==> src/rtl/exc_ctrl.sv <==
// Exception responder beside the LEGv8 execute stage: takes bad-opcode, ERET
// and external IRQ events, keeps ELR/ESR/ERR, and redirects/flushes the pipeline.
module exc_ctrl #(
  parameter int             N            = 64,
  parameter logic [N-1:0]   VECTOR       = 64'h0000_0000_0000_00D8,
  parameter int             DRAIN_CYCLES = 3
) (
  input  logic         clk,
  input  logic         reset,
  input  logic         instr_valid_E,
  input  logic         NotAnInstr_E,
  input  logic         ERet_E,
  input  logic [N-1:0] pc_E,
  input  logic         ext_irq,
  output logic         irq_ack,
  input  logic [1:0]   mrs_sel,
  output logic [N-1:0] mrs_rdata,
  output logic         pc_redirect,
  output logic [N-1:0] redirect_pc,
  output logic         flush,
  output logic         in_handler
);

  localparam int CW = (DRAIN_CYCLES > 1) ? $clog2(DRAIN_CYCLES) : 1;

  typedef enum logic [1:0] {RUN, DRAIN_IN, HANDLER, DRAIN_OUT} state_t;

  state_t         state_reg, state_next;
  logic [CW-1:0]  cnt_reg, cnt_next;
  logic [N-1:0]   elr_reg, elr_next;
  logic [N-1:0]   err_reg, err_next;
  logic [1:0]     esr_reg, esr_next;

  logic bad, eret, irq;

  // Events are suppressed while reset is asserted so no pulse leaks out.
  assign bad  = instr_valid_E & NotAnInstr_E & ~reset;
  assign eret = instr_valid_E & ERet_E & ~reset;
  assign irq  = ext_irq & (state_reg == RUN) & ~reset;

  always_comb begin
    state_next  = state_reg;
    cnt_next    = cnt_reg;
    elr_next    = elr_reg;
    err_next    = err_reg;
    esr_next    = esr_reg;
    irq_ack     = 1'b0;
    pc_redirect = 1'b0;
    redirect_pc = '0;
    flush       = 1'b0;
    in_handler  = 1'b0;

    case (state_reg)
      RUN: begin
        if (bad || eret || irq) begin
          elr_next    = pc_E;
          if (bad) begin
            esr_next = 2'd1;
            err_next = pc_E + N'(4);
          end else if (eret) begin
            esr_next = 2'd3;
            err_next = pc_E + N'(4);
          end else begin
            // Interrupted instruction is re-executed on return.
            esr_next = 2'd2;
            err_next = pc_E;
            irq_ack  = 1'b1;
          end
          pc_redirect = 1'b1;
          redirect_pc = VECTOR;
          flush       = 1'b1;
          cnt_next    = CW'(DRAIN_CYCLES - 1);
          state_next  = DRAIN_IN;
        end
      end
      DRAIN_IN: begin
        flush = 1'b1;
        if (cnt_reg == '0) state_next = HANDLER;
        else               cnt_next   = cnt_reg - CW'(1);
      end
      HANDLER: begin
        in_handler = 1'b1;
        if (bad) begin
          esr_next    = 2'd1;
          elr_next    = pc_E;
          err_next    = pc_E + N'(4);
          pc_redirect = 1'b1;
          redirect_pc = VECTOR;
          flush       = 1'b1;
          cnt_next    = CW'(DRAIN_CYCLES - 1);
          state_next  = DRAIN_IN;
        end else if (eret) begin
          pc_redirect = 1'b1;
          redirect_pc = err_reg;
          flush       = 1'b1;
          cnt_next    = CW'(DRAIN_CYCLES - 1);
          state_next  = DRAIN_OUT;
        end
      end
      DRAIN_OUT: begin
        flush = 1'b1;
        if (cnt_reg == '0) state_next = RUN;
        else               cnt_next   = cnt_reg - CW'(1);
      end
      default: state_next = RUN;
    endcase
  end

  always_ff @(posedge clk) begin
    if (reset) begin
      state_reg <= RUN;
      cnt_reg   <= '0;
      elr_reg   <= '0;
      err_reg   <= '0;
      esr_reg   <= '0;
    end else begin
      state_reg <= state_next;
      cnt_reg   <= cnt_next;
      elr_reg   <= elr_next;
      err_reg   <= err_next;
      esr_reg   <= esr_next;
    end
  end

  always_comb begin
    case (mrs_sel)
      2'b00:   mrs_rdata = elr_reg;
      2'b01:   mrs_rdata = {{(N-2){1'b0}}, esr_reg};
      2'b10:   mrs_rdata = err_reg;
      default: mrs_rdata = '0;
    endcase
  end

endmodule
==> config.mk <==
export PLATFORM = sky130hd
export DESIGN_NAME = exc_ctrl
export DESIGN_NICKNAME = d
export VERILOG_FILES = /design/src/rtl/exc_ctrl.sv
export SDC_FILE = /design/constraint.sdc
export NUM_CORES = 1
export LEC_CHECK = 0
export BUFFER_PORTS_ARGS = -buffer_cell sky130_fd_sc_hd__buf_2
export CAP_MARGIN = 20
export CORE_MARGIN = 10
export CORE_UTILIZATION = 37
export DETAILED_ROUTE_END_ITERATION = 10
export PLACE_DENSITY_LB_ADDON = 0.2
export SETUP_SLACK_MARGIN = 0.1
export SLEW_MARGIN = 20
export SYNTH_ARGS = -nofsm -noshare
export SYNTH_HDL_FRONTEND = slang
export SYNTH_SLANG_ARGS = --single-unit
==> constraint.sdc <==
create_clock -name clk -period 2.72 [get_ports clk]
set_input_delay 0.272 -clock clk [delete_from_list [all_inputs] [get_ports clk]]
set_output_delay 0.272 -clock clk [all_outputs]
set_load 0.01 [all_outputs]
==> run summary, run 1 <==
The flow ran to the end, and the final reports show no timing, DRC or antenna violations. The class of the most critical setup path is reg2out. The number of flops mapped to enable cells by yosys is 0.

The first routing iteration left 345 violations. The top-area cell type share of the netlist area is 35.97%. The remaining antenna violation count after routing came out at 0. The peak supply drop came out at 0.4358 mV. The library cell used most frequently in the layout, excluding fill and tap cells, is sky130_fd_sc_hd__buf_2. The count of standard-cell rows is 51.

The count of unresolved DRC violations after routing came out at 0. The most instantiated flip-flop cell in the synthesis netlist is sky130_fd_sc_hd__dfxtp_1. The total global-route track usage is 17.23%. The global placer's final weighted congestion is 0.8322. In this run the vertical extent of the chip is 160.9 um. For this run, the post-layout net count is 1211.

The number of global-route vias before repair is 6828. The number of iterations in the first detailed-routing pass came out at 4. The worst setup path is launched from a register. The wire length after detailed routing came out at 23.11 mm.

In this run the deepest clock path goes through 2 buffers. In this run the static leakage power is 0.003980 uW. In the post-synthesis netlist, the biggest area contributors are sky130_fd_sc_hd__dfxtp_1 36%, sky130_fd_sc_hd__mux2i_1 8.4%, sky130_fd_sc_hd__nand2_1 8.1%. The power density normalized to cell area is 591.9 nW/um^2.

The first-pass GRT wire length is 37.16 mm. At the worst endpoint, the required time is 2.45 ns. The count of pins over their slew limit is 0. Setup repair after global routing left no endpoint under its margin. The initial antenna violation count came out at 0.

After layout, the minimum clock period comes to 2.466 ns. The count of final hold-check violations was 0. The top cell types in the final layout, fill and taps aside, are 201 x sky130_fd_sc_hd__buf_2, 158 x sky130_fd_sc_hd__nand2_1, 147 x sky130_fd_sc_hd__nor2_1.

The die width is 160.9 um. Once layout is done, the placed cells without fillers occupy 9220 sq um. The tree is rooted in a sky130_fd_sc_hd__clkbuf_16. The remaining global-route overflow came out at 0. The number of H-tree levels came out at 4. Leaving out filler cells and counting taps, the final layout contains 1415. The post-synthesis cell area is 7347 sq um. The number of antenna diodes came out at 0. The worst pin sits at a relative slew slack of 41.28%. The number of different library cells in the post-synthesis netlist is 44. For this run, the register share of the synthesized area comes to 35.97%.

The HPWL after detailed placement came out at 16.41 mm. The multi-input combinational cells in the finished layout cover a total of 4385 sq um. The yosys synthesis warning count came out at 0.

TritonCTS built the clock tree. In the synthesized netlist the async set-or-reset flop fraction comes to 0%. The final setup skew came out at 0.005398 ns. The synthesized flop and latch total came out at 132.

The number of setup buffers added after CTS is 0. The number of fill cells in the layout is 2028. The area occupied by registers came out at 2643 sq um.

For the worst-skew pair, the clock arrives at the later sink with an insertion delay of 0.41 ns. The total number of vias is 7096. The synthesized design spends more area on one cell type than any other, namely sky130_fd_sc_hd__dfxtp_1. The number of buffers added by the clock tree synthesis step is 17. The starting density of the core came out at 37.63%. The number of flip-flops in the largest register came out at 64. The critical path data arrival time is 2.19 ns. The post-synthesis average cell area is 7.606 sq um. The worst setup path is captured at an output port. The max-capacitance violation count is 0. The placed cell area came out at 8653 sq um. The largest fanout on the critical path came out at 34. The maximum frequency from static timing analysis came out at 0.4055 GHz.

The number of top-level design ports is 204. Counting every instance in the synthesized netlist gives 966. The relative area change from synthesis to final layout is 25.49%. The path class of the tightest hold or removal check is in2reg. The maximum number of pins on one net before global-route repair came out at 96. The count of buffers inserted at the top-level ports came out at 203. After detailed routing, the average wire length per cell comes to 16.33 um.

Setup violations remaining at the end of the flow were counted as 0. For the pin with the worst max-slew slack, the measured transition is 0.8808 ns. Counting tap cells, the placed design contains a total of 1383 instances. The clock-pin transition on the worst setup and hold timing paths is 0.06 ns. The fraction of the cycle the final worst path needs came out at 90.67%. The core region area came out at 19530 sq um.

The tree built by TritonCTS fans out to 132 sinks. The post-synth net total is 1040. In the final layout, the share of cells above drive strength 1 is 23.48%.

After detailed routing, the number of vias per cell comes to 5.015. The floorplan step defined a die boundary enclosing 25890 sq um. The summed negative setup slack over all endpoints is 0 ns.
-- power breakdown --
group,switching [uW],internal [uW]
clock,891,1300
sequential,130,2130
combinational,606,397
total,1630,3830
-- cells in the mapped netlist, drive strengths merged (2+ instances only) --
| library cell | instances |
|---|---|
| a211oi | 58 |
| a21oi | 68 |
| a311oi | 3 |
| and2 | 59 |
| and3 | 6 |
| and4 | 5 |
| buf | 8 |
| clkbuf | 63 |
| dfxtp | 132 |
| ha | 2 |
| inv | 17 |
| mux2i | 62 |
| nand2 | 159 |
| nand2b | 2 |
| nand3 | 20 |
| nand3b | 4 |
| nand4 | 20 |
| nor2 | 148 |
| nor2b | 4 |
| nor3 | 28 |
| nor4 | 16 |
| o21a | 3 |
| o21ai | 6 |
| or2 | 2 |
| xnor2 | 49 |
| xor2 | 12 |
-- through the flow --
step / setup slack (ns) / utilization [%] / total power, uW / hold WS [ns]
after detailed placement: 0.2157 / 44.32 / 3313 / 0.4461
after global placement: 0.2693 / 44.32 / 3299 / 0.4408
after CTS: 0.2227 / 47.20 / 5511 / 0.05490
after global routing: 0.1131 / 47.22 / 5751 / 0.06545
final: 0.2537 / 47.22 / 5457 / 0.07475
after floorplan: 0.6719 / - / 2925 / 0.4080
-- routing by layer --
layer	part of all wire, %	wire (um)	track usage (%)
met4	1.0	231	3.474
met2	46	10740	28.25
met3	5.6	1300	5.317
met5	0	0	0
met1	47	10840	21.81
-- timing repair --
item / CTS / global route
resized for setup: 0 / 1
hold buffers: 0 / 0
endpoints found under the setup margin: 0 / 1
-- logic make-up (layout without fill, tap and decap cells) --
logic type	count (synthesis)	count (layout)	synth area share, %
XOR/XNOR	61	61	7.272
flip-flops	132	132	35.97
adder cells (fa/ha/maj)	2	2	0.3405
multiplexers	62	62	8.447
AND/OR/NAND/NOR	476	476	30.67
buffers and inverters	88	272	4.751
AO/OA/AOI/OAI	145	145	12.55
-- worst max-delay path, stage by stage, from the launching register on --
cell                      delay (ns)
sky130_fd_sc_hd__dfxtp_1        0.39
sky130_fd_sc_hd__and2b_4        0.30
sky130_fd_sc_hd__nand3_1        0.19
sky130_fd_sc_hd__nor2_4         0.17
sky130_fd_sc_hd__buf_4          0.34
sky130_fd_sc_hd__and2_1         0.21
sky130_fd_sc_hd__buf_2          0.14
-- area by class of cell --
cell class | count | area share [%]
clock buffer | 20 | 4.953
clock inverter | 12 | 1.153
inverter | 17 | 0.6921
multi-input combinational | 746 | 47.56
sequential | 132 | 28.66
tap | 265 | 3.596
timing repair buffer | 223 | 13.38
-- worst paths after layout --
| kind | start | to | slack, ns | depth (start not counted) |
|---|---|---|---|---|
| worst max-delay path | state_reg[0] | redirect_pc[27] | 0.25 | 6 |
| worst min-delay path | reset | state_reg[1] | 0.07 | 2 |
| worst max register to register | state_reg[0] | err_reg[45] | 0.47 | 8 |
| worst min register to register | elr_reg[6] | elr_reg[6] | 0.45 | 2 |
Note: power is estimated with default switching activity, not from simulation.
==> inputs of run 2 (changes only) <==
Settings changed: RECOVER_POWER set to 50.
==> run 2 against run 1 <==
Clock power barely moved. Power fell by 0.53%. Die area did not move. Cell count did not move. Combinational power barely moved. Largest power group unchanged. Hold slack got worse by 0.0012 ns. The run now ends with max-capacitance violations, max-slew violations left. First-iteration DRC count rose by 5.2%. Highest routed layer unchanged. Sequential power barely moved. Register-to-register slack got worse by 0.20 ns. Wire length barely moved.
==> run summary, run 2 (synthesis gave the netlist of run 1 again) <==
The number of DRC markers after the initial detailed-route iteration came to 363 (+5.2%). The critical path data arrival time is 2.23 ns (+0.04 ns). The final critical-path setup slack came to 0.2150 ns (-0.03864 ns). The CTS tree is done. The worst setup path is launched from a primary input.

The final reports fail on max-capacitance violations, max-slew violations. The maximum frequency from static timing analysis is 0.3992 GHz (-1.5%). The wire length after detailed routing was 23.12 mm (about the same). The final setup skew is 0.007647 ns (+0.002250 ns). The number of antenna diodes came to 0 (unchanged). The core region area came out at 19530 sq um (unchanged). The initial antenna violation count is 0 (unchanged).

The die width came to 160.9 um (unchanged). The relative max-transition margin is -12.89% (-54 points). The total global-route track usage came out at 17.23% (unchanged). The starting density of the core came out at 37.63% (unchanged). The peak supply drop is 0.4232 mV (-2.9%). The critical path goes through clkbuf_2 -> clkbuf_2 -> mux2i_1 -> nor2_1 -> clkbuf_1.

The number of buffers inserted by hold repair at cts came to 0 (unchanged). STA classifies the critical path endpoint as an output port. The count of standard-cell rows is 51 (unchanged).

met2 is the most crowded layer. The total number of vias came out at 7092 (-0.056%). The critical path depth in cells came out at 5 (-1). The worst hold-check slack came to 0.07351 ns (-0.001241 ns). The HPWL after detailed placement came out at 16.41 mm (unchanged). The clock-pin transition on the worst setup and hold timing paths came to 0.06 ns (about the same). The number of gates given a new drive strength after cts came out at 0 (unchanged). Setup repair after global routing left no endpoint under its margin.

The count of pins over their slew limit came out at 78 (+78). The setup slack at placement came out at 0.2157 ns (unchanged). The final cell count without fillers was 1415 (unchanged).

The number of buffers on the longest clock path is 2 (unchanged). The met2 capacity usage during global routing came out at 28.25% (unchanged). The cell internal power dissipation came out at 3807 uW (-0.60%). The remaining global-route overflow came to 0 (unchanged). The clock latency of the later-clocked register in the worst-skew pair came out at 0.41 ns (about the same). The die span in y came out at 160.9 um (unchanged). The area enclosed by the die boundary came to 25890 sq um (unchanged). The peak per-stage delay on the critical path came out at 0.73 ns (+0.34 ns). The tightest min-delay check is of the in2reg type.

The max-capacitance violation count came out at 1 (+1). The number of buffers added by the clock tree synthesis step is 17 (unchanged). The number of flip-flops in the largest register came out at 64 (unchanged). The number of global-route vias before repair is 6828 (unchanged). Leaving out fill and tap cells, the most frequent cells in the layout are 158 x sky130_fd_sc_hd__nand2_1, 147 x sky130_fd_sc_hd__nor2_1, 137 x sky130_fd_sc_hd__buf_2.

The total net switching power is 1621 uW (-0.36%). The number of top-level design ports came out at 204 (unchanged). The area growth from synthesis to layout is 23.65%. The switching power as a share of total power is 29.86% (+0.051 points). The combined buffer and inverter count along the critical path is 3 (+1). The average wire per standard cell is 16.34 um (about the same). The number of setup buffers added after CTS is 0 (unchanged). The final net count is 1211 (unchanged).

The first-pass GRT wire length came out at 37.16 mm (unchanged). The count of unresolved DRC violations after routing came to 0 (unchanged). The critical path required time is 2.45 ns (about the same). The maximum number of pins on one net before global-route repair is 96 (unchanged). Among cell families on the critical path, the largest total delay comes from buffers and inverters.

The power density normalized to cell area is 597.5 nW/um^2 (+0.95%). The number of stages on the worst hold path is 2 (unchanged). The depth of the worst register-to-register path is 5 (-3). The cell sitting at the root of the clock tree is a sky130_fd_sc_hd__clkbuf_16.

The met1 demand-to-capacity share in global routing is 21.81% (unchanged). The class of the most critical setup path is in2out. The remaining antenna violation count after routing is 0 (unchanged).

The placed cell count came out at 1383 (unchanged). The layout cell share with drive strength beyond 1 came out at 17.74% (-5.7 points). The largest fanout on the critical path is 27 (-21%). The worst-margin pin slew came out at 1.693 ns (+0.8125 ns). The global placer's final weighted congestion was 0.8322 (unchanged). The post-route minimum period was 2.505 ns (+0.03864 ns). The cell that appears most often on the critical path is sky130_fd_sc_hd__clkbuf_2. The number of H-tree levels is 4 (unchanged). The summed negative setup slack over all endpoints came to 0 ns (unchanged).

The leakage power figure came to 0.003690 uW (-7.3%). The sequential share of power was 41.7% (+0.3 points). The final core utilization came out at 46.53% (-0.69 points).

The final count of negative-setup-slack endpoints came to 0 (unchanged). The count of final hold-check violations came out at 0 (unchanged). The part of the total power dissipated in combinational logic came to 18.0% (-0.4 points). Among all stages on the critical path, the largest delay is contributed by sky130_fd_sc_hd__clkbuf_2. The library cell used most frequently in the layout, excluding fill and tap cells, is sky130_fd_sc_hd__nand2_1.

The number of iterations in the first detailed-routing pass is 4 (unchanged). The count of buffers inserted at the top-level ports came out at 203 (unchanged). The mean number of vias per cell is 5.012 (about the same).

The global routing usage on met3 came out at 5.317% (unchanged). The fraction of the cycle the final worst path needs came out at 92.09% (+1.4 points). The clock group share of total power is 40.3% (about the same). The flow ran to the end, but the final reports show violations. The clock sink count is 132 (unchanged).
==> run 2: cell types whose count changed in the layout (fill, tap and decap cells not counted) <==
cell / previous run / this run
sky130_fd_sc_hd__clkbuf_2: 0 / 4
sky130_fd_sc_hd__clkbuf_1: 1 / 67
sky130_fd_sc_hd__buf_2: 201 / 137
sky130_fd_sc_hd__clkbuf_4: 0 / 2
sky130_fd_sc_hd__buf_12: 5 / 2
sky130_fd_sc_hd__buf_4: 17 / 12
==> run 2: routing by layer <==
metal	up-vias	wire (um)	part of all wire, %
met1	3282	10720	46
met3	13	1351	5.8
met5	-	0	0
met2	167	10900	47
li1	3630	-	-
met4	0	142	0.61
==> run 2: stage by stage <==
step | power [uW] | area, sq um
after floorplan | 2925 | 7347
after global placement | 3299 | 8653
after detailed placement | 3313 | 8653
after CTS | 5511 | 9216
after global routing | 5727 | 9085
final | 5428 | 9085
==> run 2: path summary, 6_finish.rpt <==
path | slack, ns | end | start
worst max register to register | 0.27 | err_reg[27] | state_reg[0]
worst min-delay path | 0.07 | state_reg[1] | reset
worst max-delay path | 0.22 | mrs_rdata[19] | mrs_sel[1]
worst min register to register | 0.45 | elr_reg[8] | elr_reg[8]
==> run 2: area by class of cell <==
type	count	area (sq um)
fill	2064	10440
multi-input combinational	746	4385
sequential	132	2643
timing repair buffer	223	1099
clock buffer	20	456.7
tap	265	331.6
clock inverter	12	106.4
inverter	17	63.81
==> run 2: power groups by stage <==
stage	combinational, uW	sequential [uW]	clock (uW)
2_1_floorplan	673	2250	0
3_3_place_gp	998	2300	0
3_5_place_dp	1010	2300	0
4_1_cts	1010	2260	2240
5_1_grt	1100	2290	2340
6_report	978	2260	2190
==> inputs of run 3 (changes only) <==
Settings changed: ABC_AREA set to 1.
==> run 3 against run 2 <==
The flow now finishes without violations. Hold slack better by 0.033 ns. First-iteration DRC count grew 93%. Critical path depth increased by 1. Largest cell class unchanged. Largest power group is now the clock network.
==> run summary, run 3 <==
The initial antenna violation count came out at 5 (+5). The number of DRC markers after the initial detailed-route iteration came out at 701 (+93%). The library cell used most frequently in the layout, excluding fill and tap cells, is sky130_fd_sc_hd__nand2_1. The number of H-tree levels came out at 4 (unchanged). The number of buffers inserted by hold repair at cts came to 0 (unchanged). For this run, the leading register cell type out of synthesis is sky130_fd_sc_hd__dfxtp_1.

The commonest cells after synthesis are 185 x sky130_fd_sc_hd__nand2_1, 172 x sky130_fd_sc_hd__inv_1, 155 x sky130_fd_sc_hd__nor2_1. The clock sink count is 132 (unchanged). Summed over all instances, the cell type with the most area after synthesis is sky130_fd_sc_hd__dfxtp_1. The library cells used most frequently in the layout, excluding fill and tap cells, are 184 x sky130_fd_sc_hd__nand2_1, 173 x sky130_fd_sc_hd__inv_1, 156 x sky130_fd_sc_hd__nor2_1. The count of standard-cell rows was 54 (+5.9%). The number of buffers on the longest clock path is 2 (unchanged). The number of setup buffers added after CTS came out at 0 (unchanged). Walking the worst path, the cells encountered are nand2_1 -> inv_1 -> nand2_2 -> buf_4 -> nor3_1 -> buf_2. The flow ran to the end, and the final reports show no timing, DRC or antenna violations. Tracing the worst setup path back leads to its startpoint at state_reg[1].

The die span in y was 168.1 um (+4.4%). The number of different library cells in the post-synthesis netlist is 48 (+9.1%). TritonCTS built the clock tree. The post-synthesis cell area came out at 8110 sq um (+10%). The starting density of the core came out at 37.39% (-0.23 points). The count of pins over their slew limit is 0 (-100%). The final total power was 6026 uW (+11%).

The number of iterations in the first detailed-routing pass came out at 5 (+1). The number of gates given a new drive strength after cts was 0 (unchanged). The clock-pin transition on the worst setup and hold timing paths is 0.06 ns (about the same).

The critical path data arrival time came out at 2.06 ns (-0.17 ns). The count of buffers inserted at the top-level ports is 203 (unchanged). The global routing usage on met3 is 5.914% (+0.60 points). The peak supply drop is 0.4580 mV (+8.2%). The number of stages on the worst hold path is 3 (+1). The summed negative setup slack over all endpoints is 0 ns (unchanged). The post-synth net total is 1347 (+30%).

The number of top-level design ports came to 204 (unchanged). The final count of negative-setup-slack endpoints came out at 0 (unchanged). The startpoint identified for the worst hold timing path is pc_E[63].

The power density normalized to cell area is 615.4 nW/um^2 (+3.0%). The clock latency of the later-clocked register in the worst-skew pair is 0.43 ns (+0.02 ns). The number of global-route vias before repair is 8633 (+26%). The final critical-path setup slack came out at 0.3875 ns (+0.1724 ns). The post-synthesis cell count came to 1273 (+32%). The mean number of vias per cell was 5.210 (+4.0%).

The remaining antenna violation count after routing came to 0 (unchanged). The largest fanout on the critical path came out at 28 (+3.7%). The worst setup slack for register-to-register paths is 0.47 ns (+0.20 ns). The setup slack at placement came out at 0.6332 ns (+0.4175 ns). The post-synthesis average cell area is 6.371 sq um (-16%). The synthesized flop and latch total came out at 132 (unchanged). The count of final hold-check violations is 0 (unchanged).

The core region area came out at 21690 sq um (+11%). The post-route minimum period came out at 2.333 ns (-0.1724 ns). The die width is 168.1 um (+4.4%). The worst-margin pin slew is 1.178 ns (-0.5150 ns).

In the post-synthesis netlist, the cell with the most instances is sky130_fd_sc_hd__nand2_1. The layout cell share with drive strength beyond 1 is 15.89% (-1.8 points). The leakage power figure came out at 0.004338 uW (+18%). The final net count was 1509 (+25%). The remaining global-route overflow is 0 (unchanged). The first-pass GRT wire length came to 47.73 mm (+28%).

The placed cell count is 1696 (+23%). The final cell count without fillers was 1728 (+22%). The global placer's final weighted congestion came out at 0.9461 (+14%).

The maximum number of pins on one net before global-route repair is 103 (+7.3%). In this run the critical register-to-register path is launched from state_reg[1]. The endpoint type of the worst setup path is an output port. The average wire per standard cell came out at 17.54 um (+7.3%).

The async set-reset flop share out of synthesis is 0% (unchanged). The max-capacitance violation count is 0 (-1). The fraction of the cycle the final worst path needs came out at 85.75% (-6.3 points). The critical path required time is 2.45 ns (about the same). The maximum frequency from static timing analysis is 0.4287 GHz (+7.4%).

From synthesis to final layout, the design area changed by 20.72%. The relative max-transition margin is 21.45% (+34 points). The final core utilization was 45.14% (-1.4 points). The worst hold path terminates at elr_reg[63]. The peak per-stage delay on the critical path came to 0.45 ns (-0.28 ns). The total number of vias was 9003 (+27%).

The top-area cell type share of the netlist area is 32.58% (-3.4 points). Setup repair after global routing left no endpoint under its margin. Among all stages on the critical path, the largest delay is contributed by sky130_fd_sc_hd__dfxtp_1. The met2 capacity usage during global routing is 33.45% (+5.2 points).

In this run the clock root is driven by a sky130_fd_sc_hd__clkbuf_16. The number of flops mapped to enable cells by yosys is 0 (unchanged). The depth of the worst register-to-register path is 10 (+5).

The classification of the worst-slack hold path is in2reg. Ranked by total cell area, the synthesized netlist is headed by sky130_fd_sc_hd__dfxtp_1 33%, sky130_fd_sc_hd__o21ai_0 8.9%, sky130_fd_sc_hd__nand2_1 8.6%. The capturing point of the worst reg2reg path is err_reg[3]. The HPWL after detailed placement was 22.51 mm (+37%). STA classifies the critical path startpoint as a register. The final setup skew came out at 0.008515 ns (+0.0008673 ns). The met1 demand-to-capacity share in global routing is 26.85% (+5.0 points). The area enclosed by the die boundary was 28240 sq um (+9.1%). The sequential area share after synthesis was 32.58% (-3.4 points).

The total global-route track usage came out at 20.70% (+3.5 points). The wire length after detailed routing came out at 30.30 mm (+31%). The busiest metal layer after global routing is met2.

The number of flip-flops in the largest register is 64 (unchanged). The count of unresolved DRC violations after routing came out at 0 (unchanged). The yosys synthesis warning count came out at 0 (unchanged). The number of buffers added by the clock tree synthesis step was 17 (unchanged). The worst setup path is of the reg2out kind.
[run 3: cell types whose count changed after synthesis, sizes merged, moves of 46 or more]
cell    previous run  this run
a211oi            58        12
and2              59         1
inv               17       177
mux2i             62         0
nand3             20       141
nor3              28        83
o21ai              6       149
[run 3: kinds of logic after synthesis]
family          share of synthesized area, %
simple gates                           36.12
buf+inv                                12.65
compound gates                         16.94
flops                                  32.58
xor+xnor                               1.404
fa+ha+maj                             0.3085
[run 3: per-layer routing]
| layer | share of wire [%] | routed length [um] | vias up |
|---|---|---|---|
| li1 | - | - | 4522 |
| met4 | 1.1 | 330 | 6 |
| met5 | 0.14 | 41 | - |
| met1 | 45 | 13670 | 4150 |
| met3 | 7.3 | 2204 | 32 |
| met2 | 46 | 14060 | 293 |
[run 3: how the worst max path moves through the flow]
| stage | endpoint | slack (ns) | cells past startpoint |
|---|---|---|---|
| global placement | err_reg[63] | 0.65 | 12 |
| floorplan | redirect_pc[11] | 1.02 | 7 |
| finish | redirect_pc[55] | 0.39 | 6 |
| global route | err_reg[32] | 0.24 | 10 |
| CTS | redirect_pc[55] | 0.34 | 6 |
| detailed placement | err_reg[63] | 0.63 | 12 |
[run 3: per-stage QoR]
step | hold WS [ns] | area [sq um]
after floorplan | 0.4103 | 8110
after global placement | 0.4553 | 9284
after detailed placement | 0.4567 | 9284
after CTS | 0.09131 | 9886
after global routing | 0.1217 | 9791
final | 0.1060 | 9791
[run 3: area by class of cell]
class / instances / area [sq um]
well taps: 280 / 350.3
inverters: 180 / 678.2
repair buffers: 218 / 1084
fillers: 2409 / 11900
clock buffers: 22 / 474.2
multi-input cells: 886 / 4432
diodes: 1 / 2.502
clock inverters: 9 / 127.6
flip-flops and latches: 132 / 2643
[run 3: report_power, final]
group / leakage (uW) / total, uW / switching, uW / internal [uW]
registers: 0.00109 / 2310 / 123 / 2190
logic: 0.00296 / 1330 / 926 / 402
clock network: 0.000288 / 2390 / 883 / 1500
[run 3: critical path, delay by kind of cell (launching register included)]
family	cells	cell delay [ns]
flip-flops	1	0.45
AND/OR/NAND/NOR	3	0.55
buffers and inverters	3	0.62
